==> config.mk <==
export PLATFORM = sky130hd
export DESIGN_NAME = st_issue_queue_flat
export DESIGN_NICKNAME = d
export VERILOG_FILES = /design/src/rtl/ariane_pkg.sv /design/src/rtl/st_issue_queue_pkg.sv /design/src/rtl/st_issue_queue_if.sv /design/src/rtl/st_issue_queue.sv /design/src/flat_wrapper.sv
export SDC_FILE = /design/constraint.sdc
export NUM_CORES = 1
export LEC_CHECK = 0
export ABC_CLOCK_PERIOD_IN_PS = 20500
export BUFFER_PORTS_ARGS = -buffer_cell sky130_fd_sc_hd__buf_2
export CORE_ASPECT_RATIO = 0.75
export CORE_MARGIN = 2
export CORE_UTILIZATION = 62
export CTS_BUF_LIST = sky130_fd_sc_hd__clkbuf_8
export DETAILED_ROUTE_END_ITERATION = 16
export PLACE_DENSITY = 0.89
export SYNTH_ARGS = -nofsm -noshare
export SYNTH_HDL_FRONTEND = slang
export SYNTH_SLANG_ARGS = --single-unit
==> constraint.sdc <==
create_clock -name clk_i -period 20.5 [get_ports clk_i]
set_clock_uncertainty 0.1 [all_clocks]
set_input_delay 0 -clock clk_i [delete_from_list [all_inputs] [get_ports clk_i]]
set_output_delay 0 -clock clk_i [all_outputs]
set_load 0.02 [all_outputs]
==> src/rtl/ariane_pkg.sv <==
// Shared core types: the LSU control bundle carried between issue and the
// load/store units, plus core-wide sizing constants.
package ariane_pkg;

  localparam int unsigned XLEN                 = 64;
  localparam int unsigned VLEN                 = 64;
  localparam int unsigned TRANS_ID_BITS        = 3;
  localparam int unsigned ST_ISSUE_QUEUE_DEPTH = 2;

  typedef enum logic [7:0] {
    ADD, SD, SW, SH, SB, AMO_ADDW, AMO_SWAPD
  } fu_op;

  typedef struct packed {
    logic [VLEN-1:0]          vaddr;
    logic [XLEN-1:0]          data;
    logic [(XLEN/8)-1:0]      be;
    fu_op                     operation;
    logic [TRANS_ID_BITS-1:0] trans_id;
  } lsu_ctrl_t;

endpackage

==> src/rtl/st_issue_queue_pkg.sv <==
// Local helpers for the store issue queue.
package st_issue_queue_pkg;

  // Loads and stores alias when they touch the same doubleword of the page.
  localparam int unsigned OFFSET_LSB = 3;
  localparam int unsigned OFFSET_MSB = 11;

  function automatic logic offset_hit(
    input logic [OFFSET_MSB:OFFSET_LSB] a,
    input logic [OFFSET_MSB:OFFSET_LSB] b
  );
    return a == b;
  endfunction

endpackage

==> src/rtl/st_issue_queue_if.sv <==
// Issue-side push and store-unit-side pop handshakes of the store issue queue.
interface st_issue_queue_if;
  import ariane_pkg::*;

  logic      valid_i;
  lsu_ctrl_t lsu_ctrl_i;
  logic      ready_o;
  logic      valid_o;
  lsu_ctrl_t lsu_ctrl_o;
  logic      pop_i;

  modport slave (
    input  valid_i, lsu_ctrl_i, pop_i,
    output ready_o, valid_o, lsu_ctrl_o
  );

  modport master (
    output valid_i, lsu_ctrl_i, pop_i,
    input  ready_o, valid_o, lsu_ctrl_o
  );
endinterface

==> src/rtl/st_issue_queue.sv <==
// Small fall-through FIFO in front of the store unit; also flags queued stores
// whose page offset aliases a load so the load path can wait.
module st_issue_queue
  import ariane_pkg::*;
  import st_issue_queue_pkg::*;
#(
  parameter int unsigned DEPTH        = ST_ISSUE_QUEUE_DEPTH,
  parameter bit          FALL_THROUGH = 1'b1
) (
  input  logic                   clk_i,
  input  logic                   rst_i,
  input  logic                   flush_i,
  st_issue_queue_if.slave        sq,
  output logic                   empty_o,
  output logic [$clog2(DEPTH):0] usage_o,
  input  logic [11:0]            page_offset_i,
  output logic                   page_offset_matches_o
);

  localparam int unsigned AW = $clog2(DEPTH);
  typedef logic [AW-1:0] ptr_t;
  typedef logic [AW:0]   cnt_t;

  lsu_ctrl_t        mem_q [DEPTH];
  lsu_ctrl_t        mem_d [DEPTH];
  logic [DEPTH-1:0] vld_q, vld_d;
  ptr_t             wptr_q, wptr_d, rptr_q, rptr_d;
  cnt_t             usage_q, usage_d;
  logic             ready_q, ready_d;

  logic             empty, ft_active, valid_out, push, pop, bypass;
  logic [DEPTH-1:0] entry_hit;
  logic             unused_offset_bits;

  assign empty     = (usage_q == '0);
  assign ft_active = FALL_THROUGH && empty && sq.valid_i && !flush_i;
  assign valid_out = !flush_i && (!empty || ft_active);
  assign push      = sq.valid_i && ready_q && !flush_i;
  assign pop       = sq.pop_i && valid_out;
  // Input consumed straight through while empty: nothing is stored.
  assign bypass    = ft_active && pop;

  assign sq.ready_o = ready_q;
  assign sq.valid_o = valid_out;
  assign empty_o    = empty;
  assign usage_o    = usage_q;

  always_comb begin
    sq.lsu_ctrl_o = '0;
    if (!empty)                          sq.lsu_ctrl_o = mem_q[rptr_q];
    else if (FALL_THROUGH && sq.valid_i) sq.lsu_ctrl_o = sq.lsu_ctrl_i;
  end

  always_comb begin
    mem_d   = mem_q;
    vld_d   = vld_q;
    wptr_d  = wptr_q;
    rptr_d  = rptr_q;
    usage_d = usage_q;
    if (flush_i) begin
      vld_d   = '0;
      wptr_d  = '0;
      rptr_d  = '0;
      usage_d = '0;
    end else if (!bypass) begin
      if (push) begin
        mem_d[wptr_q] = sq.lsu_ctrl_i;
        vld_d[wptr_q] = 1'b1;
        wptr_d        = wptr_q + 1'b1;
      end
      if (pop) begin
        vld_d[rptr_q] = 1'b0;
        rptr_d        = rptr_q + 1'b1;
      end
      case ({push, pop})
        2'b10:   usage_d = usage_q + 1'b1;
        2'b01:   usage_d = usage_q - 1'b1;
        default: usage_d = usage_q;
      endcase
    end
    // Registered from the next count so pop_i never reaches ready_o combinationally.
    ready_d = (usage_d != cnt_t'(DEPTH));
  end

  always_ff @(posedge clk_i or posedge rst_i) begin
    if (rst_i) begin
      mem_q   <= '{default: '0};
      vld_q   <= '0;
      wptr_q  <= '0;
      rptr_q  <= '0;
      usage_q <= '0;
      ready_q <= 1'b1;
    end else begin
      mem_q   <= mem_d;
      vld_q   <= vld_d;
      wptr_q  <= wptr_d;
      rptr_q  <= rptr_d;
      usage_q <= usage_d;
      ready_q <= ready_d;
    end
  end

  for (genvar i = 0; i < DEPTH; i++) begin : g_cmp
    assign entry_hit[i] = vld_q[i] &&
      offset_hit(mem_q[i].vaddr[OFFSET_MSB:OFFSET_LSB], page_offset_i[OFFSET_MSB:OFFSET_LSB]);
  end

  assign page_offset_matches_o = !flush_i && ((|entry_hit) || (ft_active &&
    offset_hit(sq.lsu_ctrl_i.vaddr[OFFSET_MSB:OFFSET_LSB], page_offset_i[OFFSET_MSB:OFFSET_LSB])));

  assign unused_offset_bits = ^page_offset_i[OFFSET_LSB-1:0];

  pop_needs_head_a: assert property (@(posedge clk_i) disable iff (rst_i)
    (sq.pop_i && !flush_i) |-> valid_out);

endmodule

==> src/flat_wrapper.sv <==
// flat-port wrapper written by rule: the top's interface ports become plain ports
module st_issue_queue_flat import ariane_pkg::*; import st_issue_queue_pkg::*;
#(
  parameter int unsigned DEPTH        = ST_ISSUE_QUEUE_DEPTH,
  parameter bit          FALL_THROUGH = 1'b1
)
  (clk_i, rst_i, flush_i, empty_o, usage_o, page_offset_i, page_offset_matches_o, sq_valid_i, sq_lsu_ctrl_i, sq_pop_i, sq_ready_o, sq_valid_o, sq_lsu_ctrl_o);
  st_issue_queue_if sq_i ();
  input  logic clk_i;
  input  logic rst_i;
  input  logic flush_i;
  output logic empty_o;
  output logic [$clog2(DEPTH):0] usage_o;
  input  logic [11:0] page_offset_i;
  output logic page_offset_matches_o;
  input wire logic [$bits(sq_i.valid_i)-1:0] sq_valid_i;
  input wire logic [$bits(sq_i.lsu_ctrl_i)-1:0] sq_lsu_ctrl_i;
  input wire logic [$bits(sq_i.pop_i)-1:0] sq_pop_i;
  output wire logic [$bits(sq_i.ready_o)-1:0] sq_ready_o;
  output wire logic [$bits(sq_i.valid_o)-1:0] sq_valid_o;
  output wire logic [$bits(sq_i.lsu_ctrl_o)-1:0] sq_lsu_ctrl_o;
  assign sq_i.valid_i = sq_valid_i;
  assign sq_i.lsu_ctrl_i = sq_lsu_ctrl_i;
  assign sq_i.pop_i = sq_pop_i;
  assign sq_ready_o = sq_i.ready_o;
  assign sq_valid_o = sq_i.valid_o;
  assign sq_lsu_ctrl_o = sq_i.lsu_ctrl_o;
  st_issue_queue #(.DEPTH(DEPTH), .FALL_THROUGH(FALL_THROUGH)) u_core (.clk_i(clk_i), .rst_i(rst_i), .flush_i(flush_i), .sq(sq_i), .empty_o(empty_o), .usage_o(usage_o), .page_offset_i(page_offset_i), .page_offset_matches_o(page_offset_matches_o));
endmodule
-- Yosys cells after proc, flatten, opt, wreduce, memory -nomap -nowiden
Index checks and enable logic that the tools add are counted.
- register bits after elaboration: 301
- bits in latches: 0
- bits in writable memories: 0
- memory bits (read-only): 0
- input port bits: 164
- output and inout bits: 153
- word-level logic and storage cells: 92
- memories kept: 0
- add/sub/neg operators: 4
- multipliers: 0
- div/mod/pow operators: 0
- magnitude comparators: 7
- equality and inequality tests: 7
- shift operators: 0
- mux-type cells: 27
- bitwise operators: 7
- reduce and logical (&&, ||, !) cells: 25
- operators by type and width (kind ; count):
    $mux W147 ; 6
    $bwmux W294 ; 1
    $demux W147 S1 ; 1
    $eq A9 B9 Y1 ; 3
    $mux W2 ; 8
    $logic_and A1 B1 Y1 ; 14
    $mux W1 ; 8
    $ge A2 B2 Y1 const B ; 2
    $lt A1 B2 Y1 const B ; 2
    $ne A2 B2 Y1 const B ; 2
    $not A1 Y2 ; 2
    $pmux W2 S2 ; 1
    $reduce_and A2 Y1 ; 2
    $reduce_bool A2 Y1 ; 2
    $reduce_and A3 Y1 ; 1
    $add A1 B1 Y1 const B ; 2
    $add A2 B1 Y2 const B ; 1
    $and A2 B2 Y2 ; 1
    $demux W1 S1 ; 2
    $eq A2 B1 Y1 const B ; 1
    $eq A2 B2 Y1 const B ; 1
    $ge A1 B1 Y1 const B ; 2
    $logic_not A1 Y1 ; 2
    $logic_not A2 Y1 ; 1
    other kinds (7) ; 9

-- Longest topological paths before layout
- word-level depth: 13
- gate-level depth with buffers: 10
- depth with buffers taken out: 9

-- Worst setup path after synthesis
No wires, ideal clock.
- path type: register to register
- start: register u_core.usage_q[0], in the netlist u_core.usage_o[0]
- end: register u_core.usage_q[1], in the netlist u_core.usage_o[1]
- setup time: 131 ps
- data arrival time: 2228 ps
- required time: 20269 ps
- slack: 18042 ps
- stages on the path, launching flop included: 11
- path buffers: 1
- clock period less this slack: 2458 ps
- cells stage by stage: dfrtp_1 or2_2 clkbuf_1 nor2_1 nor2_1 and2_1 ha_1 xnor2_1 a211oi_1 xnor2_1 nor2_1
- word-level cells in the longest chain between the ends: 10
- elaborated cells between the ends (all ways): 15
- those cells by class: add/sub: 2; eq/ne: 2; mux: 3; reduce/logical: 8
- ends and longest elaborated chain (what ; RTL line ; text):
    from (decl) ; st_issue_queue.sv:28 ; cnt_t usage_q, usage_d;
    from (signal assigned) ; st_issue_queue.sv:98 ; usage_q <= usage_d;
    $logic_not A2 Y1 (*) ; st_issue_queue.sv:35 ; assign empty = (usage_q == '0);
    $logic_and A1 B1 Y1 (2 in a row) ; st_issue_queue.sv:36 ; assign ft_active = FALL_THROUGH && empty && sq.valid_i && !flush_i;
    $logic_or A1 B1 Y1 (*) ; st_issue_queue.sv:37 ; assign valid_out = !flush_i && (!empty || ft_active);
    $logic_and A1 B1 Y1 (*) ; st_issue_queue.sv:37 ;
    named net sq_valid_o ; flat_wrapper.sv:20 ; output wire logic [$bits(sq_i.valid_o)-1:0] sq_valid_o;
    $logic_and A1 B1 Y1 (*) ; st_issue_queue.sv:39 ; assign pop = sq.pop_i && valid_out;
    $eq A2 B1 Y1 or $eq A2 B2 Y1 (tied branches) ; st_issue_queue.sv:75 ; case ({push, pop})
    $pmux W2 S2 ; st_issue_queue.sv:75 ;
    $mux W2 (*) ; st_issue_queue.sv:65 ; end else if (!bypass) begin
    $mux W2 (*) ; st_issue_queue.sv:60 ; if (flush_i) begin
    named net u_core.usage_d[1] ; st_issue_queue.sv:28 ;
The timed path passes the listed nets; every way through them passes the cells marked *.
A chain may end at the register's enable or synchronous reset.

-- Worst setup path after layout
- start: register u_core.usage_q[1], in the netlist u_core.usage_o[1]
- end: output port sq_lsu_ctrl_o[121]
- word-level cells in the longest chain between the ends: 2
- ends and longest elaborated chain (what ; RTL line ; text):
    $logic_not A2 Y1 ; st_issue_queue.sv:35 ;
    $mux W147 ; st_issue_queue.sv:50 ; if (!empty) sq.lsu_ctrl_o = mem_q[rptr_q];
    to (decl) ; flat_wrapper.sv:21 ; output wire logic [$bits(sq_i.lsu_ctrl_o)-1:0] sq_lsu_ctrl_o;
No other way between the ends.

==> impl_metrics.py <==
metrics = {
    "cts": {
        "clockBufferDepth": 3,
        "path_clk_slew_ns": 0.08,
        "cts_tree": "done",
        "cts-resized-gates": 0,
        "cts.sinks": 301,
        "postCtsSetupRepairBufs": 0,
        "clockRootBuffer": "clkbuf_8",
        "h-tree-depth": 2,
        "clk_latency_ns": 0.54,
        "cts_made_buffers": 46,
    },
    "timing": {
        "timing.final.crit_share": 0.202,
        "tns_ns": 0,
        "worst_pin_slew_ns": 1.11,
        "slew-limit-headroom": 0.258,
        "slew_viol_final": 0,
        "hold_viol_final": 0,
        "rsz0062_at_grt": "no",
        "min_period_ns": 4.14,
        "setup_viol": 0,
        "timing.fmax_ghz": 0.242,
    },
    "floorplanning": {
        "die_area_sq_um": 25800,
        "rows": 49,
        "io_pins": 317,
        "core_area_sq_um": 24000,
        "dieHeight_microns": 140,
        "die_w_microns": 185,
        "start_util": 0.633,
    },
    "placement": {
        "hpwlAfterDp_microns": 22000,
        "dp.cells": 1766,
        "port_buffers": 313,
        "place_congestion": 0.849,
    },
    "layout": {
        "drive_gt1_frac": 0.415,
        "instances_no_fill": 2002,
        "final_nets": 1800,
        "area_growth_syn_to_layout_pct": 26.9,
        "nFillCells": 1304,
    },
    "routing": {
        "firstDrtPassIters": 7,
        "route.final.wire_length_microns": 43500,
        "detail-route-antenna-nets": 0,
        "via_per_inst": 6.04,
        "drc": 0,
        "via_count": 12100,
        "wl_per_cell_microns": 21.7,
        "drt-initial-drc-count": 849,
    },
    "global_route": {
        "grt_usage": 0.337,
        "grt_pass1_wl_microns": 69300,
        "antenna_found_initial": 1,
        "overflow": 0,
        "grt_max_degree": 172,
        "grt_pass1_vias": 13000,
    },
    "critical_path": {
        "criticalPathCategory": "flop to output port",
        "required_ns": 20.40,
        "cp.arrival_ns": 4.04,
        "cp_cell_sequence": "or2_2 > inv_6 > buf_4 > nand3_1 > o21ai_0 > buf_2",
        "cp_max_fo": 171,
        "cp-start-kind": "flop",
        "cpPeakStageDelay_ns": 0.92,
        "cp_slowest_cell": "buf_4",
        "crit_buf_inv": 3,
        "crit_family": "buffers and inverters",
        "critPathCaptureType": "output port",
    },
    "run_status": {
        "outcome": "finished, final reports clean",
    },
    "logic_synthesis": {
        "netlist_instances": 1211,
        "syn-num-nets": 1376,
        "synth_seq_cells": 301,
        "postSynthAreaPerCell_sq_um": 12.6,
        "synth-seq-area-share": 0.495,
        "yosysWarnings": 0,
        "syn_area_sq_um": 15200,
        "synth_cell_types": 36,
    },
    "worst_hold_path": {
        "min_path_type": "input port to flop",
    },
    "pwr": {
        "ir_drop_mv": 0.0784,
        "power_mw": 2.33,
        "p_switching_mw": 0.783,
        "switching_share": 0.337,
        "powerDensity_nw_per_um2": 120,
        "p_comb_frac": 0.331,
        "internal-power_mw": 1.54,
        "power.leakage_nw": 8.99,
        "seq_power_share": 0.435,
        "pwr-share-clk": 0.233,
    },
    "run": {
        "cap_violations": 0,
    },
}
==> tightest hold or removal path: stages <==
cell and delay [ns]:
dlygate4sd3_1 0.51, buf_2 0.12, mux2_4 0.13
==> final timing paths <==
check	from	to	slack, ns	cells after the start
worst max-delay path	u_core.usage_o[1]	sq_lsu_ctrl_o[121]	16.36	6
worst min-delay path	sq_lsu_ctrl_i[110]	u_core.mem_q[110]	0.14	3
worst max register to register	u_core.usage_o[1]	u_core.mem_q[30]	17.36	4
worst min register to register	u_core.mem_q[157]	u_core.mem_q[157]	0.41	1
max in group asynchronous	rst_i	u_core.rptr_q	17.26	6
min in group asynchronous	rst_i	u_core.mem_q[210]	0.57	4
==> flip-flops by register name, summed over array words and instances (netlist names) <==
signal and count:
u_core.rptr_q 1, u_core.wptr_q 1, u_core.usage_o 2, u_core.mem_q 294, u_core.sq.ready_o 1, u_core.vld_q 2
==> timing repair <==
| action | CTS | global route |
|---|---|---|
| endpoints found under the hold margin | 388 | 0 |
| setup endpoints to repair | 0 | 0 |
| hold buffers | 152 | 0 |
==> placed cells by master, fill, tap and decap left out, types with 2 or more instances in the layout <==
cell type and instances:
a211oi_1 2, a21oi_1 17, buf_2 312, buf_4 12, bufinv_16 2, clkbuf_8 62
clkinv_2 5, dfrtp_1 299, dlygate4sd3_1 152, inv_1 12, inv_6 3, mux2_1 4
mux2_2 190, mux2_4 100, mux2i_1 147, nand2_1 3, nand3_1 141, nand3b_1 2
nor2_1 9, nor2b_1 2, nor4_1 5, o21ai_0 140, xnor2_1 10, xor2_1 22
==> per-stage QoR <==
step | instance area [sq um] | utilization | hold slack [ns] | worst slack (ns)
5_1_grt | 19300 | 0.804 | 0.125 | 16.12
6_report | 19300 | 0.804 | 0.144 | 16.36
4_1_cts | 19300 | 0.803 | 0.101 | 16.52
3_3_place_gp | 16800 | 0.698 | 0.0218 | 17.27
3_5_place_dp | 16800 | 0.698 | 0.0225 | 17.15
2_1_floorplan | 15200 | - | 0.0107 | 12.08
==> area by class of cell <==
type,instances,area (sq um),area share
Sequential cell,301,7540,0.390
Multi-Input combinational cell,808,7160,0.371
Timing Repair Buffer,476,3170,0.164
Clock buffer,62,853,0.0442
Tap cell,331,414,0.0214
Clock inverter,21,148,0.00765
Inverter,2,20.0,0.00104
Antenna cell,1,2.50,0.000130
==> power by group through the flow <==
stage	Combinational (mW)	Sequential, mW	Clock (mW)
6_report	0.771	1.01	0.543
5_1_grt	0.824	1.03	0.575
4_1_cts	0.742	0.990	0.544
3_5_place_dp	0.712	0.992	0
3_3_place_gp	0.686	0.971	0
2_1_floorplan	0.564	0.948	0
==> metal layers <==
| layer | global-route usage | wire length (microns) | vias up |
|---|---|---|---|
| li1 | - | - | 5241 |
| met1 | 0.415 | 17000 | 6056 |
| met2 | 0.560 | 21100 | 628 |
| met3 | 0.0848 | 3440 | 169 |
| met4 | 0.158 | 1990 | 0 |
| met5 | 0 | 0 | - |
==> cell usage after synthesis (all sizes together) <==
master  number  share of area
nand3      141          0.046
clkbuf      42          0.010
a311oi       1        0.00058
nor4         5         0.0021
inv          1        0.00025
nand4        1        0.00041
and2         1        0.00041
dfrtp      300           0.49
and3         1        0.00041
nand4b       1        0.00058
nor2         9         0.0022
xnor2       10         0.0058
or2          1        0.00041
dfstp        1         0.0017
nand3b       2        0.00099
clkinv       1        0.00025
mux2i      147          0.097
ha           1        0.00082
xor2        22          0.013
nor2b        2        0.00082
buf         58          0.024
nor3b        2         0.0013
nand2        3        0.00074
nand2b       1        0.00041
or3b         1        0.00058
nor3         2        0.00066
a211oi       2        0.00099
mux2       294           0.24
o21ai      140          0.046
o211ai       1        0.00049
a21oi       17         0.0056
==> cells by family (layout without fill, tap and decap cells) <==
logic type,count (synthesis),count (layout),share of synthesized area
adders and majority gates,1,1,0.000822
DFF,301,301,0.495
buffers and inverters,102,561,0.0349
and+or+nand+nor,173,173,0.0584
other,0,1,0
muxes,441,441,0.339
xor gates and xnor gates,32,32,0.0184
AOI/OAI and AO/OA,161,161,0.0537
Note: power is estimated with default switching activity, not from simulation.
